[src/rtl/vending_def.sv]
// rtl/vending_def.sv - shared coin/item tables and FSM state encoding for vending_controller
package vending_def;
    localparam int kNumCoins = 3;
    localparam int kNumItems = 4;

    localparam logic [31:0] kCoin100  = 32'd100;
    localparam logic [31:0] kCoin500  = 32'd500;
    localparam logic [31:0] kCoin1000 = 32'd1000;

    localparam logic [31:0] kPrice0 = 32'd400;
    localparam logic [31:0] kPrice1 = 32'd500;
    localparam logic [31:0] kPrice2 = 32'd1000;
    localparam logic [31:0] kPrice3 = 32'd2000;

    localparam logic [1:0] StIdle   = 2'd0;
    localparam logic [1:0] StCredit = 2'd1;
    localparam logic [1:0] StReturn = 2'd2;

    // Anything other than exactly one coin bit is worth nothing, which rejects multi-hot inserts.
    function automatic logic [31:0] coin_value(input logic [kNumCoins-1:0] coin);
        case (coin)
            3'b001:  coin_value = kCoin100;
            3'b010:  coin_value = kCoin500;
            3'b100:  coin_value = kCoin1000;
            default: coin_value = 32'd0;
        endcase
    endfunction

    function automatic logic [31:0] item_price(input int idx);
        case (idx)
            0:       item_price = kPrice0;
            1:       item_price = kPrice1;
            2:       item_price = kPrice2;
            3:       item_price = kPrice3;
            default: item_price = 32'd0;
        endcase
    endfunction
endpackage

[src/rtl/vend_wait_timer.sv]
// rtl/vend_wait_timer.sv - inactivity countdown; zero_o flags that the count is zero after this edge
module vend_wait_timer #(
    parameter int WAIT_TIME = 100
) (
    input  logic clk_i,
    input  logic reset_i,
    input  logic load_i,
    input  logic en_i,
    output logic zero_o
);
    localparam int CntW = $clog2(WAIT_TIME + 1);

    logic [CntW-1:0] count_q, count_d;

    always_comb begin
        count_d = count_q;
        if (load_i) begin
            count_d = CntW'(WAIT_TIME);
        end else if (en_i && count_q != '0) begin
            count_d = count_q - 1'b1;
        end
    end

    assign zero_o = (count_d == '0);

    always_ff @(posedge clk_i or posedge reset_i) begin
        if (reset_i) begin
            count_q <= '0;
        end else begin
            count_q <= count_d;
        end
    end
endmodule

[src/rtl/vending_controller.sv]
// rtl/vending_controller.sv - coin/credit/dispense/change FSM; VEND_STOCK_COUNT_EN adds per-item stock counters
module vending_controller
    import vending_def::*;
#(
    parameter int WAIT_TIME   = 100,
    parameter int MAX_BALANCE = 5000
`ifdef VEND_STOCK_COUNT_EN
    ,
    parameter int STOCK_INIT  = 3
`endif
) (
    input  logic                 clk,
    input  logic                 reset,
    input  logic [kNumCoins-1:0] i_input_coin,
    input  logic [kNumItems-1:0] i_select_item,
    input  logic                 i_trigger_return,
    output logic [kNumItems-1:0] o_available_item,
    output logic [kNumItems-1:0] o_output_item,
    output logic [kNumCoins-1:0] o_return_coin,
    output logic [31:0]          o_balance,
    output logic                 o_busy
);
    logic [1:0]           state_q, state_d;
    logic [31:0]          balance_q, balance_d;
    logic [kNumItems-1:0] item_q, item_d;
    logic [kNumCoins-1:0] coin_q, coin_d;
    logic [kNumItems-1:0] stock_ok, avail, sel_onehot;
    logic [31:0]          coin_val, sel_price;
    logic                 accepting, coin_fits, coin_accept, coin_reject, dispense;
    logic                 timer_load, timer_en, timer_zero;

    assign accepting   = (state_q != StReturn);
    assign coin_val    = coin_value(i_input_coin);
    assign coin_fits   = (balance_q + coin_val) <= 32'(MAX_BALANCE);
    assign coin_accept = accepting && (coin_val != '0) && coin_fits;
    assign coin_reject = accepting && (coin_val != '0) && !coin_fits;

    // Descending scan so the lowest-index requested item wins.
    always_comb begin
        sel_onehot = '0;
        sel_price  = '0;
        for (int i = kNumItems - 1; i >= 0; i--) begin
            if (i_select_item[i]) begin
                sel_onehot    = '0;
                sel_onehot[i] = 1'b1;
                sel_price     = item_price(i);
            end
        end
    end

    always_comb begin
        avail = '0;
        for (int i = 0; i < kNumItems; i++) begin
            avail[i] = (item_price(i) <= balance_q) && stock_ok[i];
        end
    end

    assign dispense   = accepting && |(sel_onehot & avail);
    assign timer_load = coin_accept || dispense;
    assign timer_en   = (state_q == StCredit);

    vend_wait_timer #(.WAIT_TIME(WAIT_TIME)) u_wait_timer (
        .clk_i   (clk),
        .reset_i (reset),
        .load_i  (timer_load),
        .en_i    (timer_en),
        .zero_o  (timer_zero)
    );

    always_comb begin
        state_d   = state_q;
        balance_d = balance_q;
        item_d    = '0;
        coin_d    = '0;
        case (state_q)
            StIdle, StCredit: begin
                if (coin_accept) balance_d = balance_d + coin_val;
                if (coin_reject) coin_d = i_input_coin;
                if (dispense) begin
                    item_d    = sel_onehot;
                    balance_d = balance_d - sel_price;
                end
                if (balance_d == '0) begin
                    state_d = StIdle;
                end else if (state_q == StCredit && (i_trigger_return || timer_zero)) begin
                    state_d = StReturn;
                end else begin
                    state_d = StCredit;
                end
            end
            StReturn: begin
                // The edge that pays out the last coin also leaves RETURN.
                if (balance_q >= kCoin1000)     coin_d = 3'b100;
                else if (balance_q >= kCoin500) coin_d = 3'b010;
                else if (balance_q >= kCoin100) coin_d = 3'b001;
                balance_d = balance_q - coin_value(coin_d);
                if (balance_d == '0 || coin_d == '0) state_d = StIdle;
            end
            default: state_d = StIdle;
        endcase
    end

`ifdef VEND_STOCK_COUNT_EN
    logic [7:0] stock_q [kNumItems];

    always_ff @(posedge clk or posedge reset) begin
        if (reset) begin
            for (int i = 0; i < kNumItems; i++) stock_q[i] <= 8'(STOCK_INIT);
        end else begin
            for (int i = 0; i < kNumItems; i++) begin
                if (item_d[i]) stock_q[i] <= stock_q[i] - 8'd1;
            end
        end
    end

    always_comb begin
        stock_ok = '0;
        for (int i = 0; i < kNumItems; i++) stock_ok[i] = (stock_q[i] != 8'd0);
    end
`else
    assign stock_ok = '1;
`endif

    always_ff @(posedge clk or posedge reset) begin
        if (reset) begin
            state_q   <= StIdle;
            balance_q <= '0;
            item_q    <= '0;
            coin_q    <= '0;
        end else begin
            state_q   <= state_d;
            balance_q <= balance_d;
            item_q    <= item_d;
            coin_q    <= coin_d;
        end
    end

    assign o_available_item = (state_q == StReturn) ? '0 : avail;
    assign o_output_item    = item_q;
    assign o_return_coin    = coin_q;
    assign o_balance        = balance_q;
    assign o_busy           = (state_q == StReturn);
endmodule
[config.mk]
export PLATFORM = sky130hd
export DESIGN_NAME = vending_controller
export DESIGN_NICKNAME = d
export VERILOG_FILES = /design/src/rtl/vending_def.sv /design/src/rtl/vend_wait_timer.sv /design/src/rtl/vending_controller.sv
export SDC_FILE = /design/constraint.sdc
export NUM_CORES = 1
export LEC_CHECK = 0
export BUFFER_PORTS_ARGS = -buffer_cell sky130_fd_sc_hd__buf_2
export CORE_MARGIN = 2
export CORE_UTILIZATION = 56
export DETAILED_ROUTE_END_ITERATION = 10
export PLACE_DENSITY_LB_ADDON = 0.05
export SLEW_MARGIN = 15
export SYNTH_ARGS = -nofsm -noshare
export SYNTH_HDL_FRONTEND = slang
export SYNTH_SLANG_ARGS = --single-unit
[constraint.sdc]
create_clock -name clk -period 6.3 [get_ports clk]
set_input_delay 0.315 -clock clk [delete_from_list [all_inputs] [get_ports clk]]
set_output_delay 0.315 -clock clk [all_outputs]
set_load 0.01 [all_outputs]
**After elaboration in Yosys (flattened, before gate mapping)**

Index checks and enable logic that the tools add are counted.

- Memories kept: 0
- Word-level logic and storage cells: 79
- Bits of input ports: 10
- Latch bits: 0
- Bits in writable memories: 0
- Register bits after elaboration: 48
- Bits in read-only memories: 0

- Multiplexer cells: 31
- $mul: 0
- $add $sub $neg: 4
- Magnitude comparators: 8
- Reduce and logical (&&, ||, !) cells: 20
- Divide/modulo/power cells: 0
- Shift-type cells: 0
- Eq/ne operators: 10
- Bitwise gates (word level): 1

Operators with widths:

| cell | number |
|---|---|
| two-way mux 32 bit | 8 |
| <= comparator 9 x 32 -> 1 bit, first input constant | 2 |
| zero test 32 bit | 2 |
| case mux 32 bit (2 select lines) | 1 |
| subtractor 32 bit | 2 |
| case mux 10 bit (3 select lines) | 2 |
| adder 32 x 10 -> 32 bit | 1 |
| greater-or-equal comparator 32 x 10 -> 1 bit, second input constant | 1 |
| greater-or-equal comparator 32 x 7 -> 1 bit, second input constant | 1 |
| greater-or-equal comparator 32 x 9 -> 1 bit, second input constant | 1 |
| <= comparator 10 x 32 -> 1 bit, first input constant | 1 |
| <= comparator 11 x 32 -> 1 bit, first input constant | 1 |
| <= comparator 32 x 13 -> 1 bit, second input constant | 1 |
| nonzero test 32 bit | 1 |
| two-way mux 4 bit | 7 |
| two-way mux 7 bit | 2 |
| two-way mux 11 bit | 1 |
| two-way mux 3 bit | 3 |
| two-way mux 2 bit | 4 |
| zero test 7 bit | 1 |
| nonzero test 7 bit | 1 |
| subtractor 7 x 1 -> 7 bit, second input constant | 1 |
| == test 3 x 1 -> 1 bit, second input constant | 2 |
| == test 3 x 2 -> 1 bit, second input constant | 2 |
| other kinds (17) | 25 |

**Longest topological paths before layout**

Gate-level depths: netlist (run 1).

- Depth after elaboration: 15
- Mapped depth: 32
- Depth with buffers taken out: 28

**Cells and area by module**

From an unflattened synthesis (run 1), not the netlist that was laid out.

- Cells, all modules: 793
- Area total of the unflattened synthesis: 5940.7 µm²

Modules (own cells, without submodules):

| module | area each (µm²) | cells an instance | seq. area each (µm²) | times used |
|---|---|---|---|---|
| vending_controller | 5465.2 | 747 | 975.9 | 1 |
| vend_wait_timer | 475.5 | 46 | 175.2 | 1 |

**Worst setup path before layout (run 1)**

OpenSTA, ideal clock, no wires.

- Path kind: input to register
- Start: in i_input_coin[1]
- End: reg state_q[0]
- Data arrival time: 6273 ps
- Required time: 6206 ps
- Library setup time: 94 ps
- Cell stages on the path: 31
- Buffers on the path: 4
- Path slack: -67 ps
- Path through: nor2_1 > nand2_1 > inv_1 > or2_2 > ha_1 > nand4_1 > or4_4 > a211oi_1 > mux2_2 > a221oi_2 > nand4_1 > nor2_1 > buf_2 > buf_1 > nor2_1 > a21oi_1 > ha_1 > fa_1 > nor2b_1 > o21ai_0 > a21boi_0 > o31a_1 > o31a_1 > nand2b_1 > buf_2 > a21oi_2 > buf_6 > a21oi_1 > a311o_1 > o2111a_1 > a211oi_1

- Longest elaborated chain between the ends: 13
- Elaborated cells on any way between the ends: 23
- Those cells by class: add/sub: 2; order compare: 1; eq/ne: 3; mux: 9; reduce/logical: 8

Ends and longest elaborated chain:

| what | line | text |
|---|---|---|
| start: declaration | vending_controller.sv:14 | `input logic [kNumCoins-1:0] i_input_coin,` |
| == test 3 bit (tied with other cells) | vending_def.sv:21 | `case (coin)` |
| case mux 10 bit (3 select lines) (*) | vending_def.sv:21 |  |
| adder 32 x 10 -> 32 bit / nonzero test 32 bit (equally long branches) | vending_controller.sv:77, vending_controller.sv:35 |  |
| <= comparator 32 x 13 -> 1 bit / logical AND 1 bit (equally long branches) | vending_controller.sv:34, vending_controller.sv:35 |  |
| logical AND 1 bit | vending_controller.sv:35 | `assign coin_accept = accepting && (coin_val != '0) && coin_fits;` |
| two-way mux 32 bit / logical OR 1 bit (equally long branches) | vending_controller.sv:77, vending_controller.sv:59 |  |
| two-way mux 32 bit / two-way mux 7 bit (equally long branches) | vending_controller.sv:75, vend_wait_timer.sv:17 |  |
| subtractor 32 bit / zero test 7 bit (equally long branches) | vending_controller.sv:81, vend_wait_timer.sv:24 |  |
| two-way mux 32 bit / logical OR 1 bit (equally long branches) | vending_controller.sv:79, vending_controller.sv:85 |  |
| two-way mux 32 bit / logical AND 1 bit (equally long branches) | vending_controller.sv:75, vending_controller.sv:85 |  |
| zero test 32 bit / two-way mux 2 bit (equally long branches) | vending_controller.sv:83, vending_controller.sv:85 |  |
| two-way mux 2 bit (*) | vending_controller.sv:83 | `if (balance_d == '0) begin` |
| case mux 2 bit (2 select lines) (*) | vending_controller.sv:75 | `case (state_q)` |
| end signal: assignment | vending_controller.sv:126 | `state_q <= StIdle;` |
| end signal: assignment | vending_controller.sv:131 | `state_q <= state_d;` |
| end: declaration | vending_controller.sv:23 | `logic [1:0] state_q, state_d;` |

Every way passes the cells marked *; elsewhere a longest branch is shown, timed or not. The select of a mux whose other input is x is not followed.
A chain may end at the register's enable or synchronous reset.

**Worst setup path after layout (run 1)**

- Start: in i_input_coin[0]
- End: reg state_q[0]

The elaborated chain is that of the path after synthesis.

==> flow_summary.yaml, run 1 <==
detailed_routing:
  vias_per_cell: 6.83
  drtAntennaViolNets: 0
  drt_iter0_markers: 1036
  wl_um: 23000
  vias: 7107
  wire_per_inst_um: 22.1
  drtPass1Iterations: 8
  drc: 0
place:
  place_hpwl_um: 17800
  portBuffers: 51
  dpl-instance-area_sq_mm: 0.00674
  dp.cells: 1032
  gp_congestion: 1.05
  dp_worst_setup_slack_ns: -0.0899
layout:
  drive_gt1_frac: 0.207
  postLayoutCellArea_sq_mm: 0.00690
  area.sequential_sq_mm: 0.00115
  fin_cells: 1041
  fillers: 928
  diodes: 0
  syn_to_final_growth_pct: 14.5
  final_cell_mix: "98 x nand2_1, 78 x buf_4, 75 x nor2_1"
  layout_commonest_cell: "nand2_1"
  multiInputGateArea_sq_mm: 0.00452
  nNetsFinal: 944
  post-route-util: 0.665
global_route:
  grt.overflow.total: 0
  grt_pass1_wl_um: 36000
  first_global_vias: 6544
  antenna_found_initial: 0
  grt_max_degree: 53
  grt_use_total: 0.402
floorplan:
  io_pins: 54
  core_sq_mm: 0.0104
  rows: 37
  start_util: 0.581
  die_w_um: 108
  die_y_um: 108
  die-area_sq_mm: 0.0116
logic_synthesis:
  seq_area_frac_synth: 0.191
  ys.flop_type: "dfrtp_1"
  netlist_area_sq_mm: 0.00602
  yosys_warnings: 0
  synth_async_sr_flop_share: 1.00
  synth.avg_cell_area_sq_um: 7.29
  syn_inst: 826
  ys_ff_latch: 46
  synth-edff-count: 0
  synth.distinct_cells: 88
timing:
  hold_viol_final: 0
  fin_ws_ns: 0.285
  slew_viol_final: 0
  fin_crit_sh: 0.955
  tightest_slew_ns: 1.14
  fmax_mhz: 166
  setup_viol: 0
  finClkSkew_ns: 0.00696
  max_slew_margin: 0.243
  fin_crit_ns: 6.02
setup_path:
  critPathKind: "input pin to flop"
  end_kind: "flop"
  worstPathArrival_ns: 6.25
  crit_slowest_cell: "a311oi_1"
  timing.rr.start: "o_balance[6]$_DFFE_PP0P_"
  timing.critical_path.from: "i_input_coin[0]"
  required_ns: 6.53
  max_stage_delay_ns: 0.50
  start_kind: "input pin"
  cp_top_family: "compound AO/OA/AOI/OAI gates"
  cp_max_fo: 9
  crit_buf_inv: 2
cts:
  htreeDepth: 2
  path_clk_slew_ns: 0.09
  clkLatencyLatePin_ns: 0.32
  clk_path_buf_depth: 2
  clock-sinks: 46
  cts_buffers: 5
  cts-root-buf: "clkbuf_8"
  cts_tree: "done"
worst_hold_path:
  worst_hold_path_type: "input pin to async pin"
power:
  leakage_uw: 0.00289
  p_per_area_mw_per_mm2: 430
  vdd_drop_max_uv: 282
job:
  maxCapViolations: 0
status:
  status: "completed"
## worst reg2reg max path: stages (launching register included)
cell and delay [ns]:
dfrtp_1 0.53, ha_1 0.38, nand2_1 0.08, or4_4 0.49, a211oi_1 0.25, mux2_2 0.39
a221oi_2 0.22, nand4_1 0.27, nor2_4 0.21, nor2_1 0.06, a21oi_1 0.19, ha_1 0.24
fa_1 0.20, nor2b_1 0.05, o21ai_1 0.14, a21boi_0 0.13, o31a_1 0.28, o31a_1 0.27
nand2b_2 0.25, a21oi_4 0.30, a21oi_2 0.09, a311oi_1 0.50, nor4_2 0.13, a211oi_1 0.25
## final cells by class
type	count	share of cell area
Tap cell	136	0.0247
Sequential cell	46	0.167
Inverter	28	0.0154
Timing Repair Buffer	129	0.122
Multi-Input combinational cell	694	0.655
Clock buffer	8	0.0160
## layer usage
layer | up-vias | part of all wire | track usage
met5 | - | 0 | 0.0190
met4 | 0 | 0.036 | 0.134
met3 | 70 | 0.12 | 0.0696
met2 | 498 | 0.43 | 0.612
met1 | 3333 | 0.42 | 0.571
li1 | 3206 | - | -
## state kept, by name (all words and copies together) (netlist names)
name                  count
u_wait_timer.count_q      7
o_return_coin             3
o_output_item             4
state_q                   2
o_balance                30
## per-stage QoR
step	hold WS (ns)	total power [uW]	TNS, ns
6_report	0.145	2960	0
5_1_grt	0.213	3170	-0.00563
4_1_cts	0.261	2870	0
3_5_place_dp	0.558	2640	-0.150
3_3_place_gp	0.540	2590	0
2_1_floorplan	0.432	1920	0
## timing repair
action	in CTS	in global routing
setup endpoints to repair	0	10
buffers inserted	0	1
hold buffers	0	0
resized for setup	0	10
## cell usage after synthesis, types with 16 or more instances
master    count  share of area
nand4_1      21          0.022
a21oi_1      61          0.051
nor4_1       16          0.017
nand2_1      98          0.061
xor2_1       23          0.033
nand3_1      26          0.022
inv_1        28          0.017
nor3_1       31          0.026
clkbuf_1     29          0.018
o21ai_0      55          0.046
nor2_1       76          0.047
ha_1         27          0.056
xnor2_1      22          0.032
buf_2        18          0.015
dfrtp_1      46           0.19
## kinds of logic (layout without fill, tap and decap cells)
group,count (synthesis),after routing,share of synthesized area
mux,13,13,0.0228
buf+inv,87,165,0.0660
fa+ha+maj,30,30,0.0660
compound gates,251,251,0.285
xor+xnor,46,46,0.0694
flops,46,46,0.191
simple gates,352,352,0.299
other cells,1,2,0.000622
## power by group
part / leakage [uW] / total (uW) / internal, uW / switching [uW]
clock network: 0.0000575 / 224 / 111 / 113
registers: 0.000555 / 494 / 382 / 112
logic: 0.00227 / 2250 / 842 / 1400
## final timing paths
| kind | slack [ns] | depth (start not counted) | end |
|---|---|---|---|
| max reg2reg | 0.30 | 23 | state_q[0]$_DFFE_PP0P_ |
| min reg2reg | 0.58 | 2 | u_wait_timer.count_q[5]$_DFF_PP0_ |
| max in group asynchronous | 5.63 | 2 | o_balance[10]$_DFFE_PP0P_ |
| min | 0.15 | 2 | u_wait_timer.count_q[2]$_DFF_PP0_ |
| max | 0.28 | 28 | state_q[0]$_DFFE_PP0P_ |
| min in group clk | 0.26 | 3 | o_return_coin[1]$_DFF_PP0_ |
No activity file was read; power rests on OpenSTA's default activity.
==> run 2: changes to the inputs <==
--- a/config.mk
+++ b/config.mk
@@ -7,7 +7,7 @@
 export LEC_CHECK = 0
 export BUFFER_PORTS_ARGS = -buffer_cell sky130_fd_sc_hd__buf_2
 export CORE_MARGIN = 2
-export CORE_UTILIZATION = 56
+export CORE_UTILIZATION = 55
 export DETAILED_ROUTE_END_ITERATION = 10
 export PLACE_DENSITY_LB_ADDON = 0.05
 export SLEW_MARGIN = 15
==> run 2 against run 1 <==
Global-route usage shrank 0.71 points. Utilization decreased by 2.1 points. First-iteration DRC count up 8.4%. Combinational power hardly changed. Critical endpoint unchanged. Largest power group unchanged.
==> flow_summary.yaml, run 2 (synthesis results as in run 1) <==
layout:
  nNetsFinal: 943
  area.sequential_sq_mm: 0.00115
  layout_commonest_cell: "nand2_1"
  final_cell_mix: "98 x nand2_1, 77 x buf_4, 75 x nor2_1"
  syn_to_final_growth_pct: 14.8
  multiInputGateArea_sq_mm: 0.00454
  largest_reg_flops: 30
  fillers: 988
  drive_gt1_frac: 0.210
place:
  dp_worst_setup_slack_ns: -0.128
  place_hpwl_um: 17600
  portBuffers: 51
  gp_congestion: 1.04
detailed_routing:
  drt_iter0_markers: 1123
  vias_per_cell: 6.71
  drtAntennaViolNets: 0
  drtPass1Iterations: 6
  drc: 0
  wl_um: 23000
  wire_per_inst_um: 22.0
  vias: 7016
timing:
  hold_ws_ns: 0.138
  fmax_mhz: 167
  finClkSkew_ns: 0.00666
  max_slew_margin: 0.413
  hold_viol_final: 0
  fin_crit_ns: 5.98
  fin_crit_sh: 0.949
  setup_viol: 0
  grt_setup_unrepaired: "false"
  fin_tns_setup_ns: 0
  tightest_slew_ns: 0.880
  slew_viol_final: 0
  fin_ws_ns: 0.322
power:
  p_switching_uw: 1620
  finalPower_uw: 2950
  intPower_uw: 1330
  vdd_drop_max_uv: 260
  pwr-share-clk: 0.076
  leakage_uw: 0.00289
  sequentialPowerShare: 0.166
  switching_share: 0.549
  p_per_area_mw_per_mm2: 427
  combPwrFrac: 0.758
worst_hold_path:
  worst_hold_path_type: "input pin to async pin"
job:
  maxCapViolations: 0
setup_path:
  critPathKind: "flop to flop"
  cp_max_fo: 7
  end_kind: "flop"
  worstReg2RegEnd: "state_q[0]$_DFFE_PP0P_"
  regToRegSetupSlack_ns: 0.32
  worstPathArrival_ns: 6.20
  r2r_cells: 23
  timing.rr.start: "o_balance[3]$_DFFE_PP0P_"
  start_kind: "flop"
  required_ns: 6.53
floorplan:
  die_y_um: 109
  io_pins: 54
  die_w_um: 109
  die-area_sq_mm: 0.0118
  rows: 38
  core_sq_mm: 0.0107
  start_util: 0.561
global_route:
  grt_max_degree: 53
  antenna_found_initial: 0
  grt.overflow.total: 0
  grt_pass1_wl_um: 35600
  first_global_vias: 6483
  grt_use_total: 0.395
cts:
  clk_path_buf_depth: 2
  cts_buffers: 5
  clkLatencyLatePin_ns: 0.32
  clock-sinks: 46
  htreeDepth: 2
  path_clk_slew_ns: 0.09
  cts-root-buf: "clkbuf_8"
  cts_tree: "done"
status:
  status: "completed"
run 2: cell type report:
type,count,share of cell area
inverters,28,0.0154
flip-flops and latches,46,0.166
clock buffers,8,0.0159
repair buffers,128,0.120
diodes,1,0.000362
multi-input cells,694,0.656
well taps,140,0.0253
run 2: worst max-delay path by stage:
stage / start / to / cells past startpoint
floorplan: i_input_coin[1] / state_q[0]$_DFFE_PP0P_ / 31
global placement: i_input_coin[0] / state_q[0]$_DFFE_PP0P_ / 28
detailed placement: i_input_coin[0] / state_q[0]$_DFFE_PP0P_ / 28
CTS: i_input_coin[0] / state_q[0]$_DFFE_PP0P_ / 28
global route: i_input_coin[0] / state_q[0]$_DFFE_PP0P_ / 28
finish: o_balance[3]$_DFFE_PP0P_ / state_q[0]$_DFFE_PP0P_ / 23
run 2: power groups by stage:
stage	Sequential [uW]	Combinational (uW)	Clock (uW)
global route	499	2410	242
CTS	483	2140	226
detailed placement	489	2120	0
finish	490	2240	224
floorplan	508	1410	0
global placement	486	2090	0
run 2: what timing repair did:
action | in CTS | in global routing
hold buffers | 0 | 0
buffers inserted | 0 | 2
resized for setup | 0 | 18
endpoints found under the hold margin | 0 | 0
setup endpoints to repair | 0 | 11
run 2: routing by layer:
layer | track usage | vias up | routed length (um)
li1 | - | 3212 | -
met1 | 0.555 | 3257 | 9690
met2 | 0.589 | 466 | 9760
met4 | 0.147 | 0 | 938
met5 | 0 | - | 0
met3 | 0.0915 | 81 | 2600
run 2: worst max-delay path, cell delays in order (launching register included):
cell	delay [ns]
dfrtp_1	0.47
inv_1	0.15
fa_1	0.46
nand2b_1	0.24
a21oi_4	0.21
o211ai_2	0.19
or3_1	0.45
a32oi_4	0.19
buf_4	0.15
and3_1	0.20
nand2_2	0.11
buf_4	0.17
o21ai_0	0.23
ha_1	0.31
o21ai_1	0.11
a21boi_0	0.13
o31a_1	0.28
o31a_1	0.27
nand2b_2	0.25
buf_4	0.19
o21ai_0	0.52
o21ai_0	0.19
o2111a_1	0.18
a211oi_1	0.21
run 2: metrics by stage:
step                      cells   util  area (sq um)
after floorplan             827      -          6030
after global placement     1034  0.626          6730
after detailed placement   1034  0.626          6730
after CTS                  1042  0.636          6840
after global routing       1044  0.644          6920
final                      1045  0.644          6920
